==> src/rtl/if_inject_sched.sv <==
// Intermittent-fault experiment sequencer: drives LFSR stimulus into a faulty and a golden
// netlist copy, pulses one fault site in periodic bursts and gathers mismatch statistics.
module if_inject_sched #(
    parameter int NIN   = 11,
    parameter int NOUT  = 4,
    parameter int NSITE = 32,
    parameter int CW    = 16
) (
    input  logic             clk,
    input  logic             rst_n,
    input  logic             start,
    input  logic [4:0]       cfg_site,
    input  logic [1:0]       cfg_type,
    input  logic [7:0]       cfg_burst,
    input  logic [7:0]       cfg_gap,
    input  logic [7:0]       cfg_nburst,
    input  logic [NIN-1:0]   cfg_seed,
    output logic [NIN-1:0]   vec_out,
    output logic [NSITE-1:0] fault_en,
    output logic [1:0]       fault_type,
    input  logic [NOUT-1:0]  cut_out,
    input  logic [NOUT-1:0]  gold_out,
    output logic             busy,
    output logic             done,
    output logic             smp_valid,
    output logic             smp_label,
    output logic [NOUT-1:0]  smp_diff,
    output logic [CW-1:0]    mism_cnt,
    output logic [CW-1:0]    first_mism
);

    typedef enum logic [2:0] {
        S_IDLE  = 3'd0,
        S_LOAD  = 3'd1,
        S_GAP   = 3'd2,
        S_BURST = 3'd3,
        S_DRAIN = 3'd4,
        S_DONE  = 3'd5
    } state_t;

    localparam logic [31:0] SITE_LIM = 32'(NSITE);

    state_t           r_state;
    state_t           w_next;
    logic             w_phase_end;
    logic             w_start;
    logic             w_active;
    logic             w_enter_active;
    logic             w_site_ok;
    logic [NSITE-1:0] w_onehot;
    logic [NIN-1:0]   w_lfsr_next;
    logic [NOUT-1:0]  w_sample_diff;

    logic [4:0]       r_site;
    logic [1:0]       r_type;
    logic [7:0]       r_blen;
    logic [7:0]       r_gap;
    logic [7:0]       r_nburst;
    logic [NIN-1:0]   r_lfsr;
    logic [7:0]       r_phase;
    logic [7:0]       r_bcnt;
    logic [CW-1:0]    r_cyc;
    logic [CW-1:0]    r_tag;
    logic [NIN-1:0]   r_vec;
    logic [NSITE-1:0] r_fault_en;
    logic             r_busy;
    logic             r_done;
    logic             r_smp_valid;
    logic             r_smp_label;
    logic [NOUT-1:0]  r_smp_diff;
    logic [CW-1:0]    r_mism;
    logic [CW-1:0]    r_first;

    assign w_start        = (r_state == S_IDLE) && start;
    assign w_active       = (r_state == S_GAP) || (r_state == S_BURST);
    assign w_enter_active = (w_next == S_GAP) || (w_next == S_BURST);
    assign w_site_ok      = (r_type != 2'b11) && ({27'd0, r_site} < SITE_LIM);
    assign w_onehot       = {{(NSITE-1){1'b0}}, 1'b1} << r_site;
    assign w_lfsr_next    = {r_lfsr[NIN-2:0], r_lfsr[NIN-1] ^ r_lfsr[NIN-3]};
    assign w_sample_diff  = cut_out ^ gold_out;

    // Next-state decode; a phase ends on its last counted cycle.
    always_comb begin
        w_next      = r_state;
        w_phase_end = 1'b0;
        case (r_state)
            S_IDLE: begin
                if (start) w_next = S_LOAD;
                else       w_next = S_IDLE;
            end
            S_LOAD: begin
                if (r_nburst == 8'd0)  w_next = S_DRAIN;
                else if (r_gap != 8'd0) w_next = S_GAP;
                else                    w_next = S_BURST;
            end
            S_GAP: begin
                w_phase_end = (r_phase == (r_gap - 8'd1));
                if (w_phase_end) w_next = S_BURST;
                else             w_next = S_GAP;
            end
            S_BURST: begin
                w_phase_end = (r_phase == (r_blen - 8'd1));
                if (!w_phase_end)                        w_next = S_BURST;
                else if ((r_bcnt + 8'd1) == r_nburst)    w_next = S_DRAIN;
                else if (r_gap != 8'd0)                  w_next = S_GAP;
                else                                     w_next = S_BURST;
            end
            S_DRAIN: w_next = S_DONE;
            S_DONE:  w_next = S_IDLE;
            default: w_next = S_IDLE;
        endcase
    end

    // State register, latched run configuration and schedule counters.
    always_ff @(posedge clk or negedge rst_n) begin
        if (!rst_n) begin
            r_state  <= S_IDLE;
            r_site   <= 5'd0;
            r_type   <= 2'b00;
            r_blen   <= 8'd1;
            r_gap    <= 8'd0;
            r_nburst <= 8'd0;
            r_lfsr   <= {NIN{1'b1}};
            r_phase  <= 8'd0;
            r_bcnt   <= 8'd0;
            r_cyc    <= {CW{1'b0}};
        end else begin
            r_state <= w_next;
            if (w_start) begin
                r_site   <= cfg_site;
                r_type   <= cfg_type;
                r_blen   <= (cfg_burst == 8'd0) ? 8'd1 : cfg_burst;
                r_gap    <= cfg_gap;
                r_nburst <= cfg_nburst;
                r_lfsr   <= (cfg_seed == {NIN{1'b0}}) ? {NIN{1'b1}} : cfg_seed;
                r_bcnt   <= 8'd0;
                r_cyc    <= {CW{1'b0}};
            end else begin
                // The LFSR runs one step ahead of vec_out so the seed is shown first.
                if (w_enter_active) r_lfsr <= w_lfsr_next;
                if ((r_state == S_BURST) && w_phase_end) r_bcnt <= r_bcnt + 8'd1;
                if (w_active) r_cyc <= r_cyc + {{(CW-1){1'b0}}, 1'b1};
            end
            if (w_active && !w_phase_end) r_phase <= r_phase + 8'd1;
            else                          r_phase <= 8'd0;
        end
    end

    // Stimulus, fault enable and run-status outputs, registered from the next state.
    always_ff @(posedge clk or negedge rst_n) begin
        if (!rst_n) begin
            r_vec      <= {NIN{1'b0}};
            r_fault_en <= {NSITE{1'b0}};
            r_busy     <= 1'b0;
            r_done     <= 1'b0;
        end else begin
            if (w_enter_active) r_vec <= r_lfsr;
            r_fault_en <= ((w_next == S_BURST) && w_site_ok) ? w_onehot : {NSITE{1'b0}};
            r_busy     <= (w_next == S_LOAD) || w_enter_active || (w_next == S_DRAIN);
            r_done     <= (w_next == S_DONE);
        end
    end

    // Sample pipeline and mismatch statistics; stats lag the visible sample by one cycle.
    always_ff @(posedge clk or negedge rst_n) begin
        if (!rst_n) begin
            r_smp_valid <= 1'b0;
            r_smp_label <= 1'b0;
            r_smp_diff  <= {NOUT{1'b0}};
            r_tag       <= {CW{1'b0}};
            r_mism      <= {CW{1'b0}};
            r_first     <= {CW{1'b1}};
        end else if (w_start) begin
            r_smp_valid <= 1'b0;
            r_smp_label <= 1'b0;
            r_smp_diff  <= {NOUT{1'b0}};
            r_tag       <= {CW{1'b0}};
            r_mism      <= {CW{1'b0}};
            r_first     <= {CW{1'b1}};
        end else begin
            if (w_active) begin
                r_smp_valid <= 1'b1;
                r_smp_label <= (r_fault_en != {NSITE{1'b0}});
                r_smp_diff  <= w_sample_diff;
                r_tag       <= r_cyc;
            end else begin
                r_smp_valid <= 1'b0;
            end
            if (r_smp_valid && (r_smp_diff != {NOUT{1'b0}})) begin
                if (r_mism != {CW{1'b1}}) r_mism <= r_mism + {{(CW-1){1'b0}}, 1'b1};
                if (r_first == {CW{1'b1}}) r_first <= r_tag;
            end
        end
    end

    assign vec_out    = r_vec;
    assign fault_en   = r_fault_en;
    assign fault_type = r_type;
    assign busy       = r_busy;
    assign done       = r_done;
    assign smp_valid  = r_smp_valid;
    assign smp_label  = r_smp_label;
    assign smp_diff   = r_smp_diff;
    assign mism_cnt   = r_mism;
    assign first_mism = r_first;

endmodule

==> config.mk <==
export PLATFORM = sky130hd
export DESIGN_NAME = if_inject_sched
export DESIGN_NICKNAME = d
export VERILOG_FILES = /design/src/rtl/if_inject_sched.sv
export SDC_FILE = /design/constraint.sdc
export NUM_CORES = 1
export LEC_CHECK = 0
export CAP_MARGIN = 10
export CORE_MARGIN = 3
export CORE_UTILIZATION = 57
export CTS_CLUSTER_DIAMETER = 100
export DETAILED_ROUTE_END_ITERATION = 8
export PLACE_DENSITY = 0.91
export SLEW_MARGIN = 20
export SYNTH_ARGS = -nofsm -noshare
export SYNTH_HDL_FRONTEND = slang
export SYNTH_SLANG_ARGS = --single-unit
==> constraint.sdc <==
create_clock -name clk -period 7.5 [get_ports clk]
set_clock_uncertainty 0.1 [all_clocks]
set_input_delay 1.125 -clock clk [delete_from_list [all_inputs] [get_ports clk]]
set_output_delay 1.125 -clock clk [all_outputs]
set_load 0.02 [all_outputs]
# Word level (Yosys, flattened, before mapping)
# Index checks and enable logic that the tools add are counted.
op_classes:
  addsub: 6
  eq_ne: 15
  shift: 1
  mux: 32
  bitwise_logic: 2
  reduce_logical: 25
ops:
  columns: ["op", "count"]
  rows:
  - ["16-bit two-way mux", 10]
  - ["11-bit two-way mux", 3]
  - ["16-bit by 1-bit adder with 16-bit output, second input constant", 2]
  - ["32-bit two-way mux", 1]
  - ["8-bit two-way mux", 4]
  - ["32-bit nonzero test", 1]
  - ["1-bit by 5-bit left shift with 32-bit output, first input constant", 1]
  - ["8-bit equality test", 3]
  - ["8-bit by 1-bit adder with 8-bit output, second input constant", 2]
  - ["16-bit equality test, second input constant", 1]
  - ["8-bit logical NOT", 2]
  - ["16-bit inequality test, second input constant", 1]
  - ["8-bit by 1-bit subtractor with 8-bit output, second input constant", 2]
  - ["3-bit one-hot mux with 5 select lines", 1]
  - ["3-bit by 2-bit equality test with 1-bit output, second input constant", 4]
  - ["2-bit nonzero test", 6]
  - ["11-bit logical NOT", 1]
  - ["3-bit equality test, second input constant", 3]
  - ["3-bit two-way mux", 3]
  - ["4-bit two-way mux", 2]
  - ["8-bit nonzero test", 1]
  - ["1-bit two-way mux", 7]
  - ["3-bit by 1-bit equality test with 1-bit output, second input constant", 2]
  - ["1-bit logical AND", 5]
  - ["other kinds (9)", 13]
totals:
  reg_bits: 176
  input_bits: 53
  elab_cells: 101

# Depth between registers and ports, before layout
# Gate-level depths: netlist (run 1).
depth:
  word_depth: 9
  ltp_mapped: 11
  depth_no_buf: 10

# Least setup slack after synthesis (run 1)
# No wires, ideal clock.
synth_path:
  path_kind: "input -> register"
  start: "input port start"
  end: "register r_mism[13], in the netlist mism_cnt[13]"
  setup_ns: 0.078
  arrival_ns: 2.594
  required_time_ns: 7.322
  slack_ns: 4.728
  cell_stages: 5
  n_path_buf: 0
  cell_sequence: "or4b_1 a21o_1 or3_1 or3_1 a21oi_1"
synth_between:
  elab_chain_cells: 3
  word_cells_on_any_way: 5
  cone_classes: "1 x mux; 4 x reduce/logical"
synth_lines:
  columns: ["item", "line_no", "text"]
  rows:
  - ["start, declared", "11", "input logic start,"]
  - ["1-bit logical AND *", "74", "assign w_start = (r_state == S_IDLE) && start;"]
  - ["2-bit nonzero test (no source line)", null, null]
  - ["2-bit AND reduction (no source line)", null, null]
  - ["end signal, assigned", "171", "r_mism <= {CW{1'b0}};"]
  - ["end signal, assigned", "178", "r_mism <= {CW{1'b0}};"]
  - ["end signal, assigned", "190", "if (r_mism != {CW{1'b1}}) r_mism <= r_mism + {{(CW-1){1'b0}}, 1'b1};"]
  - ["end, declared", "71", "logic [CW-1:0] r_mism;"]
# Mark *: on every way between the ends. The rest lies on a longest branch, timed or not.
# A chain may end at the register's enable or synchronous reset.

# Worst setup path in the final report (run 1)
layout_path:
  start: "register r_blen[0]"
  end: "register r_lfsr[4]"
layout_between:
  elab_chain_cells: 7
  word_cells_on_any_way: 8
  cone_classes: "1 x add/sub; 3 x eq/ne; 2 x mux; 2 x reduce/logical"
layout_lines:
  columns: ["item", "line_no", "text"]
  rows:
  - ["start, declared", "56", "logic [7:0] r_blen;"]
  - ["start signal, assigned", "132", "r_blen <= (cfg_burst == 8'd0) ? 8'd1 : cfg_burst;"]
  - ["8-bit by 1-bit subtractor with 8-bit output *", "102", "w_phase_end = (r_phase == (r_blen - 8'd1));"]
  - ["8-bit equality test *", "102", null]
  - ["3-bit two-way mux *", "103", "if (!w_phase_end) w_next = S_BURST;"]
  - ["3-bit one-hot mux with 5 select lines *", "86", "case (r_state)"]
  - ["3-bit by 2-bit equality test with 1-bit output", "76", "assign w_enter_active = (w_next == S_GAP) || (w_next == S_BURST);"]
  - ["1-bit logical OR *", "76", null]
  - ["2-bit nonzero test (no source line) *", null, null]
  - ["end signal, assigned", "123", "r_lfsr <= {NIN{1'b1}};"]
  - ["end signal, assigned", "135", "r_lfsr <= (cfg_seed == {NIN{1'b0}}) ? {NIN{1'b1}} : cfg_seed;"]
  - ["end signal, assigned", "140", "if (w_enter_active) r_lfsr <= w_lfsr_next;"]
  - ["end, declared", "59", "logic [NIN-1:0] r_lfsr;"]
# Marked as above.

==> flow_metrics.tcl, run 1 <==
set metrics [dict create \
    dr.first_iter.drc_count 702 \
    firstDrtPassIters 5 \
    grt_pass1_wl_mm 32.1 \
    synthAdderAreaFrac 0.0108 \
    io_pins 138 \
    drt-total-wl_mm 19.3 \
    gp_congestion 0.849 \
    slew_violations 0 \
    cp_max_fo 44 \
    clock-sinks 176 \
    pwr_density_cell_nw_per_um2 398 \
    clk_pin_slew_worst_paths_ns 0.06 \
    yosys-top-cells-area "dfrtp_1 46%, dfstp_2 9.1%, nand2_1 7.0%, nor4_1 3.8%, xnor2_1 3.8%" \
    start_util 0.583 \
    htree_levels 4 \
    fin_util 0.733 \
    ys.warnings.count 0 \
    grt_pass1_vias 6453 \
    drive_gt1_frac 0.103 \
    syn2layout_area_growth_pct 25.6 \
    setup-tns-final_ns 0 \
    post_synth.cell_area_avg_um2 9.96 \
    numCtsBuffers 17 \
    vdd.ir_drop.worst_mv 0.185 \
    finalSetupViolations 0 \
    dpl.hpwl_mm 12.9 \
    synth.cell_area_um2 8130 \
    clk_latency_ns 0.43 \
    holdPathStages 2 \
    gr-usage-all-layers 0.249 \
    synth_top_area_frac 0.456 \
    async_reset_ff_frac 1.00 \
    die_w_um 125 \
    synth_cells 816 \
    critPathArrivalTime_ns 3.99 \
    n_fill_cell 906 \
    r2r_end "r_lfsr[4]" \
    drc 0 \
    required_ns 7.75 \
    core-area_um2 13900 \
    antenna_found_initial 0 \
    ys_ff_latch 176 \
    r2r-start "r_blen[0]" \
    synth-seq-area-share 0.546 \
    dieArea_um2 15700 \
    synth-xor-area-share 0.0710 \
    hold-path-endpoint "first_mism[4]" \
    cp-end-kind "flip-flop" \
    muxShareOfSynthArea 0.0240 \
    maxCapViolCount 0 \
    rr_worst_depth 10 \
    cellLeakagePower_nw 4.44 \
    synth_compound_area_frac 0.0787 \
    syn_nets 876 \
    period_needed_ns 3.74 \
    holdBufCountCts 0 \
    cts_setup_buffers 0 \
    regToRegSetupSlack_ns 3.76 \
    cts_tree "done" \
    synth_top_family_by_area "simple AND/OR/NAND/NOR gates" \
    ant_nets 0 \
    outcome "finished, final reports clean" \
    fp.dieH_um 125 \
    rsz0062_at_grt "false" \
    vias 6610 \
    grt_max_degree 103 \
    viasPerCell 5.86 \
    holdCritPathClass "flip-flop to flip-flop" \
    path_class "flip-flop to flip-flop" \
    grt_overflow 0 \
    nets 995 \
    synth_edf_count 0 \
    synthSimpleGateAreaFrac 0.236 \
    diodes 0 \
    worst_slew_margin_rel 0.396 \
    worstHoldStart "first_mism[4]" \
    ctsResizeCount 0 \
    cts_root_buf "clkbuf_16" \
    crit_path_start_kind "flip-flop" \
    wl_per_cell_um 17.1 \
    synth_top_cell_by_area "dfrtp_1" \
    clock_path_buffers 2 \
    synth.distinct_cells 54 \
    finalHoldViolations 0 \
    numPortBuffers 137 \
    row_count 43 \
    ys.flop_type "dfrtp_1" \
    fmax_ghz 0.267 \
    worstMarginPinSlew_ns 0.907 \
    fin_crit_sh 0.499 \
]
-- final cells by class --
cell class,count,area (um2),share of cell area
flip-flops and latches,176,4440,0.435
multi-input cells,581,3430,0.336
repair buffers,144,1430,0.140
clock buffers,24,502,0.0492
well taps,180,225,0.0221
clock inverters,8,125,0.0123
inverters,15,56.3,0.00552
-- worst max path at each step --
stage	start	cells after the start	to
after detailed placement	start	6	mism_cnt[15]
after CTS	r_blen[0]	10	r_lfsr[4]
final	r_blen[0]	10	r_lfsr[4]
after floorplan	start	5	mism_cnt[13]
after global routing	r_blen[0]	10	r_lfsr[4]
after global placement	start	6	mism_cnt[13]
-- registers in the layout, summed over array words and instances, names as in the netlist --
signal	flops
r_tag	16
fault_en	32
r_cyc	16
first_mism	16
r_site	5
r_gap	8
mism_cnt	16
r_phase	8
r_bcnt	8
smp_diff	4
done	1
r_blen	8
r_lfsr	11
busy	1
smp_label	1
fault_type	2
vec_out	11
r_state	3
r_nburst	8
smp_valid	1
-- power breakdown --
part	leakage (nW)	switching, mW	internal, mW	total, mW
Clock	0.307	0.359	0.569	0.928
Sequential	2.17	0.393	1.34	1.74
Combinational	1.96	0.736	0.664	1.40
Total	4.44	1.49	2.58	4.06
-- layout by cell type, fill, tap and decap left out, drive strengths merged, types with 3 or more instances in the layout --
cell type and n:
inv 16, nor2 74, a31oi 3, nor3 10, dfrtp 148, clkinv 3, or3 12, a221o 10
xor2 30, mux2i 6, mux2 12, nor4 51, clkdlybuf4s50 136, clkbuf 24, buf 8, dfstp 28
a21oi 14, nand3 44, xnor2 35, nand2 153, o21ai 46, ha 7, a211oi 4, nand2b 4
a21o 6, or4 7, nand3b 7, bufinv 3, nand4 20, and2 4
-- through the flow --
step / cell area (um2) / std cells / hold slack (ns) / power (mW) / setup WS, ns
floorplan: 8130 / 816 / 0.359 / 2.58 / 4.73
global placement: 9560 / 1094 / 0.376 / 3.02 / 3.67
detailed placement: 9580 / 1096 / 0.379 / 3.11 / 3.56
CTS: 10200 / 1128 / 0.391 / 4.06 / 3.83
global route: 10200 / 1128 / 0.415 / 4.29 / 3.54
finish: 10200 / 1128 / 0.390 / 4.06 / 3.76
-- cell usage after synthesis, types with 3 or more instances --
cell type	instances
a21o_1	6
clkbuf_1	28
o21ai_0	45
buf_1	6
nand2_1	152
mux2i_1	6
or3_1	12
nor2_1	74
buf_2	4
nand3_1	43
or4_1	5
mux2_2	12
dfstp_2	28
xor2_1	29
nand4_1	20
ha_1	7
nor4_1	49
and2_1	4
nor3_1	10
dfrtp_1	148
nand3b_1	7
buf_6	6
inv_1	13
a21oi_1	14
xnor2_1	35
a221o_1	10
nand2b_1	4
a31oi_1	3
-- layer usage --
| layer | GRT usage | share of wire | up-vias |
|---|---|---|---|
| met5 | 0 | 0 | - |
| met4 | 0.0944 | 0.022 | 0 |
| met3 | 0.0457 | 0.051 | 37 |
| met2 | 0.399 | 0.50 | 237 |
| met1 | 0.340 | 0.43 | 3255 |
| li1 | - | - | 3081 |
-- worst max-delay path, stage by stage, from the launching register on --
cell and delay [ns]:
dfstp_2 0.57, inv_1 0.06, ha_1 0.28, nand2b_1 0.17, nand3_1 0.08, o21ai_0 0.08, a221oi_1 0.56, nand4_1 0.32
nand2_2 0.74, inv_2 0.26, a221o_1 0.43
-- cell families after synthesis --
family,count (synthesis)
simple gates,396
mux,18
flops,176
xor+xnor,65
compound gates,95
buf+inv,59
fa+ha+maj,7
Power figures use the tool's default switching activity.
==> run 2: changes to the inputs <==
Settings changed: CORE_UTILIZATION 57 to 48, PLACE_DENSITY 0.91 to 0.82.
Clock period 7.5 ns to 3.44 ns, I/O delays scaled along.
==> run 2 against run 1 <==
Effect of this change: the flow now finishes with violations (negative hold slack); power up 120%; combinational power rose by 120%; clock-buffer cell count down 6; wire length down 1.3%; via count decreased by 1.8%; sequential power is 120% higher; global-route usage is 3.6 points lower; sequential share of layout area down 0.32 points; cell count rose by 3.5%; critical path type unchanged; largest cell class unchanged; largest power group unchanged.
==> flow_metrics.tcl, run 2 (synthesis gave the netlist of run 1 again) <==
set metrics [dict create \
    outcome "finished, violations left" \
    violations "negative hold slack" \
    largest_reg_flops 32 \
    layout_commonest_cell "nand2_1" \
    finalHoldViolations 19 \
    setup-tns-final_ns 0 \
    cts_root_buf "clkbuf_16" \
    numPortBuffers 137 \
    fp.dieH_um 136 \
    use_met3 0.0400 \
    critPathArrivalTime_ns 3.34 \
    worstMarginPinSlew_ns 0.835 \
    period_needed_ns 3.09 \
    cts_setup_buffers 0 \
    cp-end-kind "flip-flop" \
    firstDrtPassIters 5 \
    met2_usage 0.335 \
    grt_overflow 0 \
    p_switching_mw 3.25 \
    r2r-start "r_blen[0]" \
    seqPwrFrac 0.430 \
    viasPerCell 5.56 \
    rr_worst_depth 10 \
    pwr_density_cell_nw_per_um2 852 \
    wl_per_cell_um 16.3 \
    drive_gt1_frac 0.108 \
    numCtsBuffers 17 \
    met1_usage 0.293 \
    clk_latency_ns 0.43 \
    antenna_found_initial 0 \
    path_class "flip-flop to flip-flop" \
    htree_levels 4 \
    dr.first_iter.drc_count 576 \
    start_util 0.501 \
    maxCapViolCount 0 \
    crit_path_start_kind "flip-flop" \
    ant_nets 0 \
    clock_path_buffers 2 \
    gr-usage-all-layers 0.213 \
    holdCritPathClass "input pin to asynchronous set/reset pin" \
    p_comb_frac 0.344 \
    cellLeakagePower_nw 4.44 \
    fin_util 0.634 \
    clock-sinks 176 \
    required_ns 3.69 \
    dieArea_um2 18500 \
    clk_pin_slew_worst_paths_ns 0.07 \
    ctsResizeCount 0 \
    r2r_end "r_lfsr[10]" \
    p_clk_frac 0.226 \
    grt_max_degree 83 \
    grt_pass1_wl_mm 31.3 \
    swShare 0.371 \
    intPower_mw 5.51 \
    finalSetupViolations 0 \
    slew_violations 0 \
    fmax_ghz 0.323 \
    row_count 46 \
    diodes 0 \
    whs_ns -0.0162 \
    regToRegSetupSlack_ns 0.35 \
    drc 0 \
    dpl.hpwl_mm 13.2 \
    rsz0062_at_grt "false" \
    cp_max_fo 13 \
    drt-total-wl_mm 19.0 \
    grt_pass1_vias 6202 \
    io_pins 138 \
    gp_congestion 0.802 \
    vias 6494 \
    vdd.ir_drop.worst_mv 0.451 \
    syn2layout_area_growth_pct 26.5 \
    core-area_um2 16200 \
    final_cell_mix "152 x nand2_1, 148 x dfrtp_1, 136 x clkdlybuf4s50_1" \
    n_fill_cell 1302 \
    fin_crit_sh 0.899 \
    cts_tree "done" \
    nets 999 \
    gr-max-usage-layer "met2" \
    worst_slew_margin_rel 0.443 \
    holdBufCountCts 0 \
    die_w_um 136 \
]
[run 2: power by group through the flow]
stage / Sequential (mW) / Clock [mW] / Combinational [mW]
global route: 3.88 / 2.10 / 3.33
global placement: 3.75 / 0 / 2.91
floorplan: 3.82 / 0 / 1.81
finish: 3.76 / 1.98 / 3.01
detailed placement: 3.78 / 0 / 3.00
CTS: 3.76 / 2.01 / 3.03
[run 2: area by class of cell]
| class | count | area, um2 | share of cell area |
|---|---|---|---|
| inverter | 15 | 56.3 | 0.00548 |
| multi-input combinational | 581 | 3430 | 0.333 |
| clock buffer | 18 | 429 | 0.0417 |
| tap | 216 | 270 | 0.0263 |
| timing repair buffer | 148 | 1480 | 0.144 |
| clock inverter | 14 | 181 | 0.0176 |
| sequential | 176 | 4440 | 0.432 |
[run 2: critical path: stages, from the launching register on]
cell and delay, ns:
dfstp_2 0.56, inv_1 0.06, ha_1 0.28, nand2b_1 0.17, nand3_1 0.07, o21ai_0 0.08, a221oi_1 0.52, nand4_1 0.26
nand2_2 0.34, inv_2 0.18, a221o_1 0.39
[run 2: worst max path at each step]
stage          startpoint      endpoint  slack, ns  cells after the start
5_1_grt         r_blen[0]  fault_en[13]       0.13                     10
6_report        r_blen[0]    r_lfsr[10]       0.35                     10
3_3_place_gp    r_blen[0]     r_lfsr[3]       0.50                     10
3_5_place_dp    r_blen[0]    r_lfsr[10]       0.39                     10
4_1_cts         r_blen[0]    r_lfsr[10]       0.37                     10
2_1_floorplan   r_bcnt[0]  fault_en[22]       0.70                      7
[run 2: through the flow]
stage / std cells / setup WS, ns / total power [mW] / hold WS (ns) / instance area, um2
6_report: 1168 / 0.348 / 8.76 / -0.0162 / 10300
4_1_cts: 1168 / 0.367 / 8.79 / 0.00349 / 10300
5_1_grt: 1168 / 0.134 / 9.31 / 0.0315 / 10300
3_5_place_dp: 1136 / 0.394 / 6.78 / 0.372 / 9670
2_1_floorplan: 816 / 0.696 / 5.63 / 0.120 / 8130
3_3_place_gp: 1136 / 0.496 / 6.65 / 0.373 / 9670
[run 2: per-layer routing]
layer	wire, um	vias up	share of wire
met3	1070	37	0.056
met5	0	-	0
met4	447	0	0.024
met1	8460	3160	0.44
met2	9040	199	0.48
li1	-	3098	-
==> run 3: changes to the inputs <==
Settings changed: PLACE_DENSITY 0.82 to not set, PLACE_DENSITY_LB_ADDON set to 0.05.
==> run 3 against run 2 <==
Effect of this change: the flow now finishes without violations; clock-buffer cell count increased by 4; cell count grew 0.17%; die area is the same; critical endpoint is now fault_en[16]; largest cell class unchanged; highest routed layer unchanged.
==> flow_metrics.tcl, run 3 (synthesis gave the netlist of run 1 again) <==
set metrics [dict create \
    p_comb_frac 0.349 \
    cts_setup_buffers 0 \
    grt_overflow 0 \
    vias 6420 \
    core-area_um2 16200 \
    crit_buf_inv 2 \
    p_switching_mw 3.19 \
    syn2layout_area_growth_pct 26.2 \
    finalSetupViolations 0 \
    required_ns 3.63 \
    grt_pass1_vias 6367 \
    holdBufCountCts 0 \
    maxCapViolCount 0 \
    drc 0 \
    crit_start "r_blen[0]" \
    wl_per_cell_um 16.4 \
    io_pins 138 \
    cp-end-kind "flip-flop" \
    layout_commonest_cell "nand2_1" \
    dp_slack_ns 0.388 \
    drt-total-wl_mm 19.2 \
    fmax_ghz 0.323 \
    row_count 46 \
    post-route-worst-setup-slack_ns 0.343 \
    setup-tns-final_ns 0 \
    dieArea_um2 18500 \
    fin_crit_sh 0.900 \
    cts_root_buf "clkbuf_16" \
    path_class "flip-flop to flip-flop" \
    antenna_found_initial 0 \
    period_needed_ns 3.10 \
    vdd.ir_drop.worst_mv 0.410 \
    rsz0062_at_grt "false" \
    cts_tree "done" \
    grt_max_degree 93 \
    dp_cells 1138 \
    fp.dieH_um 136 \
    drive_gt1_frac 0.108 \
    dr.first_iter.drc_count 460 \
    intPower_mw 5.40 \
    die_w_um 136 \
    start_util 0.501 \
    path_cells "inv_1, ha_1, nand2b_1, nand3_1, o21ai_0, a221oi_1, nand4_1, nand2_2, buf_4, nor4_1" \
    whs_ns 0.0449 \
    gp_congestion 0.909 \
    dpl.hpwl_mm 13.7 \
    clk_pin_slew_worst_paths_ns 0.06 \
    p_clk_frac 0.214 \
    swShare 0.371 \
    gr-usage-all-layers 0.218 \
    largest_reg_flops 32 \
    grt_pass1_wl_mm 32.4 \
    holdCritPathClass "input pin to asynchronous set/reset pin" \
    crit_path_start_kind "flip-flop" \
    numPortBuffers 137 \
    finalHoldViolations 0 \
    final_cell_mix "152 x nand2_1, 148 x dfrtp_1, 136 x clkdlybuf4s50_1" \
    ctsResizeCount 0 \
    cellLeakagePower_nw 4.43 \
    worstMarginPinSlew_ns 0.827 \
    cp_top_family "simple AND/OR/NAND/NOR gates" \
    clock_path_buffers 2 \
    critPathArrivalTime_ns 3.28 \
    htree_levels 4 \
    fin_cells 1170 \
    seqPwrFrac 0.437 \
    pwr_density_cell_nw_per_um2 838 \
    ant_nets 0 \
    fin_util 0.632 \
    r2r-start "r_blen[0]" \
    worst_slew_margin_rel 0.448 \
    cp_slowest_stage_delay_ns 0.56 \
    outcome "finished, final reports clean" \
    nets 1001 \
    diodes 0 \
    slew_violations 0 \
    firstDrtPassIters 5 \
    clk_latency_ns 0.42 \
    crit_slowest_cell "dfstp_2" \
    viasPerCell 5.49 \
    cp_max_fo 32 \
    clock-sinks 176 \
    numCtsBuffers 17 \
]
[run 3: cell count changes in the layout (fill, tap and decap cells not counted), sizes merged]
cell    before  now
clkbuf      18   22
bufinv       3    1
inv         19   17
buf         12   14
[run 3: worst paths after layout]
kind                                endpoint  slack, ns  cells after the start
min in group clk                   r_tag[15]       0.39                      2
worst min-delay path             fault_en[6]       0.04                      1
max in group asynchronous        mism_cnt[1]       2.33                      2
worst max register to register  fault_en[16]       0.34                     10
worst min register to register     r_tag[15]       0.39                      2
worst max-delay path            fault_en[16]       0.34                     10
[run 3: power groups by stage]
stage / clock network [mW] / logic [mW] / registers [mW]
6_report: 1.84 / 3.00 / 3.76
5_1_grt: 1.98 / 3.33 / 3.88
4_1_cts: 1.89 / 3.02 / 3.75
3_5_place_dp: 0 / 3.00 / 3.78
3_3_place_gp: 0 / 2.92 / 3.74
2_1_floorplan: 0 / 1.81 / 3.82
[run 3: per-layer routing]
| layer | vias up | share of wire | track usage |
|---|---|---|---|
| met2 | 148 | 0.48 | 0.344 |
| met1 | 3163 | 0.47 | 0.309 |
| met4 | 0 | 0.0061 | 0.0515 |
| met3 | 10 | 0.044 | 0.0466 |
| met5 | - | 0 | 0 |
| li1 | 3099 | - | - |
[run 3: cell type report]
type                            count  area, um2
Sequential cell                   176       4440
Multi-Input combinational cell    581       3420
Fill cell                        1380       5980
Inverter                           15       56.3
Clock buffer                       22        464
Tap cell                          216        270
Clock inverter                     10        106
Timing Repair Buffer              150       1500
[run 3: through the flow]
step,cell area (um2),power (mW)
2_1_floorplan,8130,5.63
3_3_place_gp,9680,6.66
3_5_place_dp,9680,6.78
4_1_cts,10300,8.66
5_1_grt,10300,9.19
6_report,10300,8.60
[run 3: worst register-to-register path, cell delays in order, from the launching register on]
cell and delay [ns]:
dfstp_2 0.56, inv_1 0.06, ha_1 0.27, nand2b_1 0.18, nand3_1 0.08, o21ai_0 0.08, a221oi_1 0.51, nand4_1 0.29
nand2_2 0.35, buf_4 0.37, nor4_1 0.12
